### src/rtl/switch_debounce.sv
// Switch/button input conditioning: 2-flop synchroniser plus per-bit debounce counter.
// Latency: a held raw change reaches the outputs DEBOUNCE_CYCLES+2 clocks after it is first sampled.
// Backpressure: none; the outputs are level/pulse registers that downstream samples when it needs them.
//
// Ports:
//   clock          core clock, all state on rising edge
//   reset_n        asynchronous active-low reset
//   switch_raw     raw asynchronous board switches
//   button_raw     raw asynchronous confirm button, 1 = pressed
//   switch_stable  debounced switch value (feeds the IO read stage)
//   button_level   debounced button level
//   button_pulse   one-cycle pulse on debounced button press
//   switch_changed one-cycle pulse when any switch_stable bit changes
module switch_debounce #(
    parameter int WIDTH           = 8,
    parameter int DEBOUNCE_CYCLES = 230000,
    localparam int CNT_W          = $clog2(DEBOUNCE_CYCLES)
) (
    input  logic             clock,
    input  logic             reset_n,
    input  logic [WIDTH-1:0] switch_raw,
    input  logic             button_raw,
    output logic [WIDTH-1:0] switch_stable,
    output logic             button_level,
    output logic             button_pulse,
    output logic             switch_changed
);

    // The button is handled as one extra bit on top of the switches, so
    // every bit goes through exactly the same synchroniser and debouncer.
    localparam int NB = WIDTH + 1;
    localparam logic [CNT_W-1:0] CNT_MAX = CNT_W'(DEBOUNCE_CYCLES - 1);

    logic [NB-1:0]    raw_all;
    logic [NB-1:0]    sync1_q;
    logic [NB-1:0]    sync2_q;
    logic [NB-1:0]    stable_q;
    logic [NB-1:0]    stable_d;
    logic [CNT_W-1:0] cnt_q [NB];
    logic [CNT_W-1:0] cnt_d [NB];
    logic             pulse_q;
    logic             pulse_d;
    logic             changed_q;
    logic             changed_d;

    assign raw_all = {button_raw, switch_raw};

    // A counter only runs while the synchronised level disagrees with the
    // accepted level; any agreement clears it, which is what rejects glitches.
    // Reaching CNT_MAX accepts the new level and restarts from zero, so the
    // counter can never pass CNT_MAX or wrap.
    always_comb begin
        stable_d = stable_q;
        for (int i = 0; i < NB; i++) begin
            cnt_d[i] = '0;
            if (sync2_q[i] != stable_q[i]) begin
                if (cnt_q[i] == CNT_MAX) begin
                    stable_d[i] = sync2_q[i];
                end else begin
                    cnt_d[i] = cnt_q[i] + CNT_W'(1);
                end
            end
        end
        pulse_d   = stable_d[WIDTH] & ~stable_q[WIDTH];
        changed_d = |(stable_d[WIDTH-1:0] ^ stable_q[WIDTH-1:0]);
    end

    always_ff @(posedge clock or negedge reset_n) begin
        if (!reset_n) begin
            sync1_q   <= '0;
            sync2_q   <= '0;
            stable_q  <= '0;
            pulse_q   <= 1'b0;
            changed_q <= 1'b0;
            for (int i = 0; i < NB; i++) begin
                cnt_q[i] <= '0;
            end
        end else begin
            sync1_q   <= raw_all;
            sync2_q   <= sync1_q;
            stable_q  <= stable_d;
            pulse_q   <= pulse_d;
            changed_q <= changed_d;
            for (int i = 0; i < NB; i++) begin
                cnt_q[i] <= cnt_d[i];
            end
        end
    end

    assign switch_stable  = stable_q[WIDTH-1:0];
    assign button_level   = stable_q[WIDTH];
    assign button_pulse   = pulse_q;
    assign switch_changed = changed_q;

endmodule

### config.mk
export PLATFORM = sky130hd
export DESIGN_NAME = switch_debounce
export DESIGN_NICKNAME = d
export VERILOG_FILES = /design/src/rtl/switch_debounce.sv
export SDC_FILE = /design/constraint.sdc
export NUM_CORES = 1
export LEC_CHECK = 0
export CAP_MARGIN = 40
export CELL_PAD_IN_SITES_DETAIL_PLACEMENT = 0
export CELL_PAD_IN_SITES_GLOBAL_PLACEMENT = 1
export CORE_ASPECT_RATIO = 1.75
export CORE_MARGIN = 4
export CORE_UTILIZATION = 44
export DETAILED_ROUTE_END_ITERATION = 16
export PLACE_DENSITY_LB_ADDON = 0.1
export SYNTH_ARGS = -nofsm -noshare
export SYNTH_HDL_FRONTEND = slang
export SYNTH_SLANG_ARGS = --single-unit
### constraint.sdc
create_clock -name clock -period 1.8 [get_ports clock]
set_input_delay 0.18 -clock clock [delete_from_list [all_inputs] [get_ports clock]]
set_output_delay 0.18 -clock clock [all_outputs]
set_load 0.05 [all_outputs]
[Word level (Yosys, flattened, before mapping)]
Index checks and enable logic that the tools add are counted.
Word-level totals
  register bits after elaboration: 191
  input bits: 11
  output and inout port bits: 11
  word-level logic and storage cells: 81
Operators by class
  $add $sub $neg: 9
  eq/ne operators: 18
  mux-type cells: 36
  bitwise logic cells: 3
  reduce and logical (&&, ||, !) cells: 1
Operators by type and width (number)
  $mux 18: 18
  $add 18x1->18 const B: 9
  $eq 18x18->1 const B: 9
  $mux 1: 18
  $ne 1x1->1: 9
  $reduce_or 8->1: 1
  $xor 8x8->8: 1
  $and 1x1->1: 1
  $not 1->1: 1

[Logic depth before layout (Yosys ltp)]
  depth in word-level cells: 5
  mapped depth: 9
  depth with buffers taken out: 6

[Worst setup path before layout]
OpenSTA, ideal clock, no wires.
  path type: register to register
  start point: register cnt_q[30] (netlist name)
  end point: register cnt_q[27] (netlist name)
  arrival time: 1842 ps
  data required time: 1681 ps
  setup slack: -161 ps
  cell stages (with the launch flop): 8
  path buffers: 2
  clock period less this slack: 1961 ps
  cells stage by stage: dfrtp_1 > or4b_1 > or4_4 > nor3_2 > or2_1 > buf_6 > buf_12 > nor2_1
RTL lines
  start, declared: RTL line 39  | logic [CNT_W-1:0] cnt_q [NB];
  start signal, assigned by index: RTL line 85  | cnt_q[i] <= cnt_d[i];

==> metrics.cfg <==
[placed_design]
dp.cells = 1192
portBuffers = 21
hpwlAfterDp_mm = 12.7
routabilityCongestion = 0.793

[synth]
synthCells = 858
synth.distinct_cells = 42
ys_seq_area_share_pct = 54.5
synth_xor_area_share_pct = 15.1
synth_compound_area_share_pct = 0.542
syn_avg_cell_area_um2 = 10.2
synth-simple-area-share_pct = 25.2
synth.area.mux_share_pct = 1.16
synth_nets = 878
synthAdderAreaFrac_pct = 1.28
netlist_area_mm2 = 0.00877
ys_ff_latch = 191
synth-warning-count = 0
synth_top_family_by_area = simple AND/OR/NAND/NOR gates

[clocking]
clock_latency_ns = 0.43
htreeDepth = 4
cts_root_buffer = clkbuf_16
tritoncts = built
cts_buffers = 17
cts_buffer_depth = 2
clk_pin_slew_worst_paths_ns = 0.06
cts_sinks = 191

[worst_hold_path]
worstHoldPathCells = 1
worstHoldPathType = input port to register

[final_layout]
ff_latch_area_mm2 = 0.00478
multiInputGateArea_mm2 = 0.00416
fillers = 1675
final_cells = 1236
n_antenna_cell = 0
drive_above_1_share_pct = 21.3
nets = 1002
syn_to_final_growth_pct = 27.3

[setup_path]
slowest_delay_ns = 0.57
path_class = register to register
slowest_stage = or4_4
endpoint_kind = register
crit_chain = or3_4 > or4_4 > nor3_4 > or2_4 > clkbuf_16 > nor2_1
cp_max_fo = 5
path_depth = 6
r2r_cells = 6
crit_family = simple AND/OR/NAND/NOR gates
startpoint_type = register
crit_buf_inv = 1
worstPathRequired_ns = 2.12
critical_path_arrival_ns = 2.32

[timing]
final_max_slew_viol_count = 0
min_period_over_period_pct = 111
grt_setup_unrepaired = yes
final.setup.tns_ns = -5.01
relSlewSlack_pct = 65.0
whs_ns = 0.185
max_freq_ghz = 0.500
setup_viol = 58
worst_slack_ns = -0.201
hold_viol = 0
worst_slew_pin_slew_ns = 0.525
skew_ns = 0.00797
final.min_clock_period_ns = 2.00

[route]
drt-wirelength-per-cell_um = 15.1
drtPass1Iterations = 6
wl_met1_mm = 7.43
routed_wl_mm = 18.6
drc_errors = 0
ant_nets = 0
routed-wl-met3_um = 366
met2_length_mm = 10.5
drt_iter0_drc = 255
vias = 6344
via_per_inst = 5.13
highest_layer = met4

[die]
die_h_um = 195
core-area_mm2 = 0.0197
io_pins = 22
fp.dieW_um = 115
start_util_pct = 44.6
die-area_mm2 = 0.0223
rows = 68

[pwr]
p_per_area_mw_per_mm2 = 801
worst_ir_drop_vdd_mv = 0.616
p_leak_nw = 4.86

[global_route]
grt_pass1_wl_mm = 31.2
grt_start_max_net_pins = 46
track_usage_pct = 17.3
grt_remaining_overflow = 0
grt_pass1_vias = 6653
antenna_found_initial = 0

[outcome]
violations = negative setup slack
status = finished with violations

[job]
maxCapViolCount = 0

==> flip-flops by register name, indices dropped and copies added (netlist names) <==
name,count
button_pulse,1
cnt_q,162
stable_q,9
switch_changed,1
sync1_q,9
sync2_q,9
==> cell usage after synthesis, drive strengths merged <==
library cell  number  share of area (%)
a21oi              2               0.11
a32oi              1               0.10
and2               7               0.50
and3              23                1.6
and4              10                1.0
buf               11                1.1
clkbuf             8               0.36
dfrtp            191                 55
ha                 9                1.3
inv               18               0.77
mux2               9                1.2
nand2             58                2.5
nand2b             2               0.14
nand3             56                3.2
nand3b             1              0.086
nand4             32                2.3
nor2             191                8.2
nor3              23                1.4
nor3b              3               0.26
nor4              17                1.3
nor4b              6               0.60
nor4bb             1               0.11
o2111ai            1               0.10
o21ai              4               0.23
or2                6               0.43
or3                7               0.50
or4                3               0.30
or4b               7               0.80
xnor2             75                7.5
xor2              76                7.6
==> logic make-up (layout without fill, tap and decap cells) <==
kind of cell             Yosys count  after routing
AO/OA/AOI/OAI                      8              8
XOR/XNOR                         151            151
AND/OR/NAND/NOR                  453            453
buffers and inverters             37            170
flip-flops                       191            191
adder cells (fa/ha/maj)            9              9
multiplexers                       9              9
==> routing by layer <==
layer  up-vias  global-route usage (%)
met4         0                    6.31
met5         -                       0
met3        25                    3.40
met1      3155                    19.5
li1       3113                       -
met2        51                    31.5
==> where the power goes <==
group	leakage, nW	total, mW	internal [mW]	switching [mW]
registers	2.60	4.41	4.36	0.0495
logic	1.95	0.428	0.184	0.245
clock network	0.304	4.10	2.55	1.55
total	4.86	8.93	7.09	1.84
==> worst reg2reg max path, delay by kind of cell (launching register included) <==
| kind | cells | cell delay [ns] |
|---|---|---|
| and+or+nand+nor | 5 | 1.35 |
| DFF | 1 | 0.39 |
| buffers and inverters | 1 | 0.15 |
==> final timing paths <==
path	from	end	slack, ns
setup / recovery	cnt_q[28]	cnt_q[27]	-0.20
hold / removal	switch_raw[2]	sync1_q[2]	0.18
setup reg to reg	cnt_q[28]	cnt_q[27]	-0.20
hold reg to reg	sync1_q[4]	sync2_q[4]	0.35
max in group asynchronous	reset_n	cnt_q[159]	0.92
min in group asynchronous	reset_n	button_pulse	0.24
==> metrics by stage <==
| step | power [mW] | utilization (%) | setup WS, ns | instance area [um2] |
|---|---|---|---|---|
| finish | 8.93 | 56.8 | -0.201 | 11200 |
| global route | 9.27 | 56.8 | -0.296 | 11200 |
| CTS | 9.00 | 54.6 | -0.163 | 10700 |
| detailed placement | 4.85 | 50.8 | -0.234 | 9980 |
| global placement | 4.84 | 50.8 | -0.213 | 9980 |
| floorplan | 4.64 | - | -0.161 | 8810 |
==> timing repair <==
| item | in CTS | in global routing |
|---|---|---|
| hold endpoints to repair | 35 | 0 |
| cloned | 1 | 8 |
| setup buffers | 2 | 6 |
| endpoints found under the setup margin | 104 | 93 |
| resized for setup | 22 | 73 |
| pin swaps | 7 | 37 |
| hold buffers | 1 | 0 |
==> layout by cell type (no fill, tap or decap), types with 17 or more instances in the layout <==
cell type / instances
nand4_1: 32
dfrtp_1: 191
nor2_2: 17
nor3_1: 22
xnor2_1: 75
nor2_1: 154
and3_1: 23
buf_4: 84
nand3_1: 55
xor2_1: 76
nor2_4: 20
nand2_1: 56
inv_1: 18
clkbuf_16: 22
==> area by class of cell <==
cell class | count | share of cell area [%]
Clock buffer | 22 | 4.25
Sequential cell | 191 | 42.8
Timing Repair Buffer | 124 | 10.9
Clock inverter | 6 | 1.41
Inverter | 18 | 0.606
Tap cell | 245 | 2.75
Multi-Input combinational cell | 630 | 37.3
Power figures use the tool's default switching activity.
